File: src/rtl/intra4_sse_select_if.sv
// Bus bundle between the 4x4 intra predictors and the SSE mode selector.
// The master drives the source block and candidate predictions; the slave
// (the selector) returns the handshake ready and the winning result.
interface intra4_sse_select_if #(
  parameter int BIT_WIDTH  = 8,
  parameter int BLOCK_SIZE = 4,
  parameter int MODE_W     = 4,
  parameter int SSE_W      = 20
);

  localparam int BLK_W = BIT_WIDTH * BLOCK_SIZE * BLOCK_SIZE;

  logic              start;
  logic [BLK_W-1:0]  src;
  logic              pred_valid;
  logic              pred_ready;
  logic [BLK_W-1:0]  pred;
  logic [MODE_W-1:0] pred_mode;
  logic              done;
  logic [MODE_W-1:0] best_mode;
  logic [SSE_W-1:0]  best_sse;
  logic [BLK_W-1:0]  best_pred;

  modport master (
    output start, src, pred_valid, pred, pred_mode,
    input  pred_ready, done, best_mode, best_sse, best_pred
  );

  modport slave (
    input  start, src, pred_valid, pred, pred_mode,
    output pred_ready, done, best_mode, best_sse, best_pred
  );

endinterface

File: src/rtl/intra4_sse_select.sv
// 4x4 intra mode selector: computes the SSE between the latched source block
// and each of NUM_MODES candidate predictions (one per clock), and keeps the
// candidate with the lowest SSE (earliest wins on ties).
// Pipeline: S1 squared differences, S2 SSE sum, S3 compare/update.
module intra4_sse_select #(
  parameter int BIT_WIDTH  = 8,
  parameter int BLOCK_SIZE = 4,
  parameter int NUM_MODES  = 10,
  parameter int MODE_W     = 4,
  parameter int SSE_W      = 20
) (
  input logic                 clk,
  input logic                 rst,
  intra4_sse_select_if.slave  bus
);

  localparam int NPIX  = BLOCK_SIZE * BLOCK_SIZE;
  localparam int BLK_W = BIT_WIDTH * NPIX;
  localparam int SQ_W  = 2 * BIT_WIDTH;
  localparam int CNT_W = $clog2(NUM_MODES + 1);
  localparam logic [CNT_W-1:0] LAST_CNT = CNT_W'(NUM_MODES - 1);

  typedef enum logic [1:0] {
    IDLE,
    RUN,
    DRAIN,
    DONE
  } state_t;

  // Control state
  state_t            state;
  logic              pred_ready_q;
  logic              done_q;
  logic [CNT_W-1:0]  acc_cnt;
  logic [BLK_W-1:0]  src_q;
  logic              accept;

  // Per-pixel difference / square (combinational ahead of S1)
  logic signed [BIT_WIDTH:0] diff    [NPIX];
  logic [BIT_WIDTH-1:0]      mag     [NPIX];
  logic [SQ_W-1:0]           sq_comb [NPIX];

  // S1 registers
  logic              s1_valid;
  logic              s1_first;
  logic              s1_last;
  logic [MODE_W-1:0] s1_mode;
  logic [BLK_W-1:0]  s1_pred;
  logic [SQ_W-1:0]   s1_sq [NPIX];

  // S2 sum and registers
  logic [SSE_W-1:0]  sse_comb;
  logic              s2_valid;
  logic              s2_first;
  logic              s2_last;
  logic [MODE_W-1:0] s2_mode;
  logic [BLK_W-1:0]  s2_pred;
  logic [SSE_W-1:0]  s2_sse;

  // S3 best-so-far registers
  logic [MODE_W-1:0] best_mode_q;
  logic [SSE_W-1:0]  best_sse_q;
  logic [BLK_W-1:0]  best_pred_q;

  // pred_ready is only ever high in RUN, so this is the true handshake
  assign accept = (state == RUN) && pred_ready_q && bus.pred_valid;

  // Block sequencing: latch src on start, count accepts, wait for the
  // last candidate to leave S2, then pulse done for one cycle
  always_ff @(posedge clk) begin
    if (rst) begin
      state        <= IDLE;
      pred_ready_q <= 1'b0;
      done_q       <= 1'b0;
      acc_cnt      <= '0;
      src_q        <= '0;
    end else begin
      case (state)
        IDLE: begin
          done_q <= 1'b0;
          if (bus.start) begin
            src_q        <= bus.src;
            acc_cnt      <= '0;
            pred_ready_q <= 1'b1;
            state        <= RUN;
          end
        end
        RUN: begin
          if (accept) begin
            acc_cnt <= acc_cnt + CNT_W'(1);
            if (acc_cnt == LAST_CNT) begin
              pred_ready_q <= 1'b0;
              state        <= DRAIN;
            end
          end
        end
        DRAIN: begin
          pred_ready_q <= 1'b0;
          if (s2_valid && s2_last) begin
            done_q <= 1'b1;
            state  <= DONE;
          end
        end
        DONE: begin
          done_q <= 1'b0;
          state  <= IDLE;
        end
        default: begin
          pred_ready_q <= 1'b0;
          done_q       <= 1'b0;
          state        <= IDLE;
        end
      endcase
    end
  end

  // Signed 9-bit difference per pixel, squared via its magnitude
  always_comb begin
    for (int i = 0; i < NPIX; i++) begin
      diff[i] = $signed({1'b0, src_q[i*BIT_WIDTH +: BIT_WIDTH]})
              - $signed({1'b0, bus.pred[i*BIT_WIDTH +: BIT_WIDTH]});
      mag[i]  = diff[i][BIT_WIDTH] ? BIT_WIDTH'(-diff[i]) : BIT_WIDTH'(diff[i]);
      sq_comb[i] = SQ_W'(mag[i]) * SQ_W'(mag[i]);
    end
  end

  // S1 valid/position flags; cleared on reset so in-flight work is dropped
  always_ff @(posedge clk) begin
    if (rst) begin
      s1_valid <= 1'b0;
      s1_first <= 1'b0;
      s1_last  <= 1'b0;
    end else begin
      s1_valid <= accept;
      s1_first <= accept && (acc_cnt == '0);
      s1_last  <= accept && (acc_cnt == LAST_CNT);
    end
  end

  // S1 payload: squares, mode and prediction of the accepted candidate
  always_ff @(posedge clk) begin
    if (accept) begin
      s1_mode <= bus.pred_mode;
      s1_pred <= bus.pred;
      for (int i = 0; i < NPIX; i++) begin
        s1_sq[i] <= sq_comb[i];
      end
    end
  end

  // Adder tree over the squares; SSE_W holds the all-255 worst case
  always_comb begin
    sse_comb = '0;
    for (int i = 0; i < NPIX; i++) begin
      sse_comb = sse_comb + SSE_W'(s1_sq[i]);
    end
  end

  // S2 valid/position flags
  always_ff @(posedge clk) begin
    if (rst) begin
      s2_valid <= 1'b0;
      s2_first <= 1'b0;
      s2_last  <= 1'b0;
    end else begin
      s2_valid <= s1_valid;
      s2_first <= s1_valid && s1_first;
      s2_last  <= s1_valid && s1_last;
    end
  end

  // S2 payload: summed SSE travelling with its mode and prediction
  always_ff @(posedge clk) begin
    if (s1_valid) begin
      s2_sse  <= sse_comb;
      s2_mode <= s1_mode;
      s2_pred <= s1_pred;
    end
  end

  // S3: first candidate loads unconditionally, later ones only if strictly
  // better, so ties keep the earlier candidate
  always_ff @(posedge clk) begin
    if (rst) begin
      best_mode_q <= '0;
      best_sse_q  <= '0;
      best_pred_q <= '0;
    end else if (s2_valid && (s2_first || (s2_sse < best_sse_q))) begin
      best_mode_q <= s2_mode;
      best_sse_q  <= s2_sse;
      best_pred_q <= s2_pred;
    end
  end

  assign bus.pred_ready = pred_ready_q;
  assign bus.done       = done_q;
  assign bus.best_mode  = best_mode_q;
  assign bus.best_sse   = best_sse_q;
  assign bus.best_pred  = best_pred_q;

endmodule
File: src/flat_wrapper.sv
// flat-port wrapper written by rule: the top's interface ports become plain ports
module intra4_sse_select_flat 
#(
  parameter int BIT_WIDTH  = 8,
  parameter int BLOCK_SIZE = 4,
  parameter int NUM_MODES  = 10,
  parameter int MODE_W     = 4,
  parameter int SSE_W      = 20
)
  (clk, rst, bus_start, bus_src, bus_pred_valid, bus_pred, bus_pred_mode, bus_pred_ready, bus_done, bus_best_mode, bus_best_sse, bus_best_pred);
  intra4_sse_select_if #(.BIT_WIDTH(BIT_WIDTH), .BLOCK_SIZE(BLOCK_SIZE), .MODE_W(MODE_W), .SSE_W(SSE_W)) bus_i ();
  input logic clk;
  input logic rst;
  input wire logic [$bits(bus_i.start)-1:0] bus_start;
  input wire logic [$bits(bus_i.src)-1:0] bus_src;
  input wire logic [$bits(bus_i.pred_valid)-1:0] bus_pred_valid;
  input wire logic [$bits(bus_i.pred)-1:0] bus_pred;
  input wire logic [$bits(bus_i.pred_mode)-1:0] bus_pred_mode;
  output wire logic [$bits(bus_i.pred_ready)-1:0] bus_pred_ready;
  output wire logic [$bits(bus_i.done)-1:0] bus_done;
  output wire logic [$bits(bus_i.best_mode)-1:0] bus_best_mode;
  output wire logic [$bits(bus_i.best_sse)-1:0] bus_best_sse;
  output wire logic [$bits(bus_i.best_pred)-1:0] bus_best_pred;
  assign bus_i.start = bus_start;
  assign bus_i.src = bus_src;
  assign bus_i.pred_valid = bus_pred_valid;
  assign bus_i.pred = bus_pred;
  assign bus_i.pred_mode = bus_pred_mode;
  assign bus_pred_ready = bus_i.pred_ready;
  assign bus_done = bus_i.done;
  assign bus_best_mode = bus_i.best_mode;
  assign bus_best_sse = bus_i.best_sse;
  assign bus_best_pred = bus_i.best_pred;
  intra4_sse_select #(.BIT_WIDTH(BIT_WIDTH), .BLOCK_SIZE(BLOCK_SIZE), .NUM_MODES(NUM_MODES), .MODE_W(MODE_W), .SSE_W(SSE_W)) u_core (.clk(clk), .rst(rst), .bus(bus_i));
endmodule
File: config.mk
export PLATFORM = sky130hd
export DESIGN_NAME = intra4_sse_select_flat
export DESIGN_NICKNAME = d
export VERILOG_FILES = /design/src/rtl/intra4_sse_select_if.sv /design/src/rtl/intra4_sse_select.sv /design/src/flat_wrapper.sv
export SDC_FILE = /design/constraint.sdc
export NUM_CORES = 2
export LEC_CHECK = 0
export BUFFER_PORTS_ARGS = -buffer_cell sky130_fd_sc_hd__buf_2
export CORE_AREA = 2 2 419 587
export DETAILED_ROUTE_END_ITERATION = 10
export DIE_AREA = 0 0 421 589
export GPL_TIMING_DRIVEN = 0
export PLACE_DENSITY_LB_ADDON = 0.1
export SLEW_MARGIN = 20
export SYNTH_ARGS = -nofsm -noshare
export SYNTH_HDL_FRONTEND = slang
export SYNTH_SLANG_ARGS = --single-unit
File: constraint.sdc
create_clock -name clk -period 10.2 [get_ports clk]
set_input_delay 1.53 -clock clk [delete_from_list [all_inputs] [get_ports clk]]
set_output_delay 1.53 -clock clk [all_outputs]
set_load 0.03 [all_outputs]
==> impl_metrics.yaml <==
detailed_routing:
  postRouteAntennaNets: 0
  via_per_inst: 4.25
  drc: 0
  post_drt_wl_per_cell_um: 17.7
  drtPass1Iterations: 5
  vias: 43200
  drtIter0Drc: 1622
  routed_wl_mm: 180
floorplan:
  start_util_pct: 26.9
  die_area_um2: 248000
  core_um2: 242000
  row_count: 214
  io_pins: 418
  die_y_um: 589
  die_w_um: 421
logic_synthesis:
  yosys_most_used_dff: "edfxtp_1"
  seq_area_frac_synth_pct: 33.2
  synth_fa_ha_area_share_pct: 32.2
  ys_warn_count: 0
  synthArstFlopShare_pct: 0
  yosysUniqueCellTypes: 79
  synth_compound_area_share_pct: 8.90
  syn_inst: 6292
  synth_area_um2: 65200
  syn_area_per_cell_um2: 10.4
  ys_ff_latch: 818
  synthXorXnorAreaFrac_pct: 6.49
  yosys.area_share.simple_pct: 9.12
  synth_top_family_by_area: "adder cells"
  yosys-mux-area-fraction_pct: 2.69
  synth-edff-count: 524
min_path:
  min_to: "u_core.s2_pred[46]"
  worstHoldPathCells: 0
  hp-start: "u_core.s1_pred[46]"
  hold_path_class: "reg2reg"
global_route:
  antenna_found_initial: 19
  grt_overflow: 0
  grt_pass1_vias: 46800
  grtUsageTotal_pct: 14.6
  grt_max_degree: 95
  grt_pass1_wl_mm: 278
cells_and_area:
  drive_above_1_share_pct: 11.7
  final_cell_mix: "inv_1, ha_1, nor2_1"
  nets: 8402
  final_common_cell: "inv_1"
  syn_to_final_growth_pct: 15.0
  final_util_pct: 30.9
setup_path:
  critPathCaptureType: "flop"
  reg2reg_from: "u_core.s1_sq[0][19]"
  worstPathRequired_ns: 10.66
  worstSetupPathType: "in2reg"
  slowest_stage: "xor2_1"
  r2r_cells: 24
  cp_common_cell: "fa_1"
  cp_slowest_stage_delay_ns: 0.63
  reg2reg_slack_ns: 2.67
  crit_path_start_kind: "input port"
  timing.rr.end: "u_core.s2_sse[19]"
  critPathMaxFanout: 8
  cp.arrival_ns: 8.11
run:
  maxCapViolCount: 0
cts:
  clock-root-buffer: "clkbuf_16"
  cts_sinks: 818
  htree_levels: 3
  numCtsBuffers: 101
  clk_pin_slew_worst_paths_ns: 0.06
  clk_latency_ns: 0.74
  cts_repair_resize_count: 0
  postCtsSetupBuffers: 0
  cts_tree: "built"
  cts_hold_buf: 0
  cts_buffer_depth: 3
timing:
  finalClockSkew_ns: 0.0472
  setup-violations-final: 0
  slew_viol_final: 0
  rsz0062_at_grt: "no"
  max_freq_mhz: 131
  tightestPinTransition_ns: 1.14
  finalCritPeriodShare_pct: 75.0
  hold_viol: 0
  min_period_ns: 7.65
  relSlewSlack_pct: 23.9
outcome:
  status: "completed"
place:
  hpwlAfterDp_mm: 148
  portBuffers: 416
  place_congestion: 0.786
## critical path: cells and delay by family
kind / cells / cell delay [ns]
adders and majority gates: 7 / 2.93
AOI/OAI and AO/OA: 8 / 1.85
xor gates and xnor gates: 2 / 1.00
and+or+nand+nor: 3 / 0.50
buffers and inverters: 5 / 0.30
## synthesized netlist by cell type, types with 82 or more instances
master | number | area share (%)
a21oi_1 | 368 | 2.8
o21bai_1 | 91 | 1.0
ha_1 | 695 | 13
edfxtp_1 | 524 | 24
fa_1 | 613 | 19
dfxtp_1 | 294 | 9.0
clkbuf_1 | 87 | 0.50
nand2_1 | 383 | 2.2
xnor2_1 | 254 | 3.4
inv_1 | 1170 | 6.7
a21o_1 | 82 | 0.94
nor2_1 | 657 | 3.8
o21ai_0 | 118 | 0.91
mux2i_1 | 158 | 2.4
xor2_1 | 139 | 1.9
## cells by family (layout without fill, tap and decap cells)
| logic type | Yosys count | in the layout |
|---|---|---|
| AO/OA/AOI/OAI | 903 | 903 |
| XOR/XNOR | 434 | 434 |
| adder cells (fa/ha/maj) | 1308 | 1308 |
| buffers and inverters | 1279 | 1896 |
| flip-flops | 818 | 818 |
| multiplexers | 173 | 173 |
| other | 2 | 14 |
| AND/OR/NAND/NOR | 1375 | 1375 |
## cell type report
cell class / instances / area (um2)
fill: 25300 / 167000
inverter: 1172 / 4410
multi-input combinational: 4203 / 38700
buffer: 107 / 462
clock buffer: 133 / 2810
sequential: 818 / 21600
tap: 3240 / 4050
timing repair buffer: 427 / 2360
clock inverter: 57 / 505
antenna: 4 / 10.0
## worst max path at each step
stage / startpoint / end / slack, ns
after floorplan: bus_pred_valid / u_core.s1_mode[0] / 0.61
after global placement: bus_pred_valid / u_core.s1_pred[44] / -5.15
after detailed placement: bus_pred[32] / u_core.s1_sq[0][79] / 1.76
after CTS: bus_pred[24] / u_core.s1_sq[0][63] / 2.54
after global routing: bus_pred[24] / u_core.s1_sq[0][63] / 2.13
final: bus_pred[32] / u_core.s1_sq[0][79] / 2.55
## state kept, by name, summed over array words and instances (netlist names), 2 cells and up
signal	cells
u_core.s1_pred	128
u_core.s1_sq	240
u_core.acc_cnt	4
u_core.s2_pred	128
u_core.s2_mode	4
u_core.bus.best_mode	4
u_core.s2_sse	20
u_core.bus.best_pred	128
u_core.s1_mode	4
u_core.state	2
u_core.src_q	128
u_core.bus.best_sse	20
## per-layer routing
layer | share of wire (%) | global-route usage (%)
met4 | 2.1 | 3.33
met1 | 43 | 17.8
met5 | 0.032 | 0
met2 | 52 | 27.0
met3 | 3.2 | 2.05
## metrics by stage
| step | std cells | hold slack [ns] | setup TNS (ns) | area (um2) | worst slack [ns] |
|---|---|---|---|---|---|
| floorplan | 6300 | 0.400 | 0 | 65200 | 0.607 |
| global placement | 9956 | 0.400 | -1901.86 | 71300 | -5.15 |
| detailed placement | 9967 | 0.405 | 0 | 71600 | 1.76 |
| CTS | 10200 | 0.412 | 0 | 74900 | 2.54 |
| global route | 10200 | 0.407 | 0 | 75000 | 2.13 |
| finish | 10200 | 0.413 | 0 | 75000 | 2.55 |
Power is left out: the tool's default activity adds up to more than one toggle a clock period on the data nets, which glitch-free logic cannot reach.
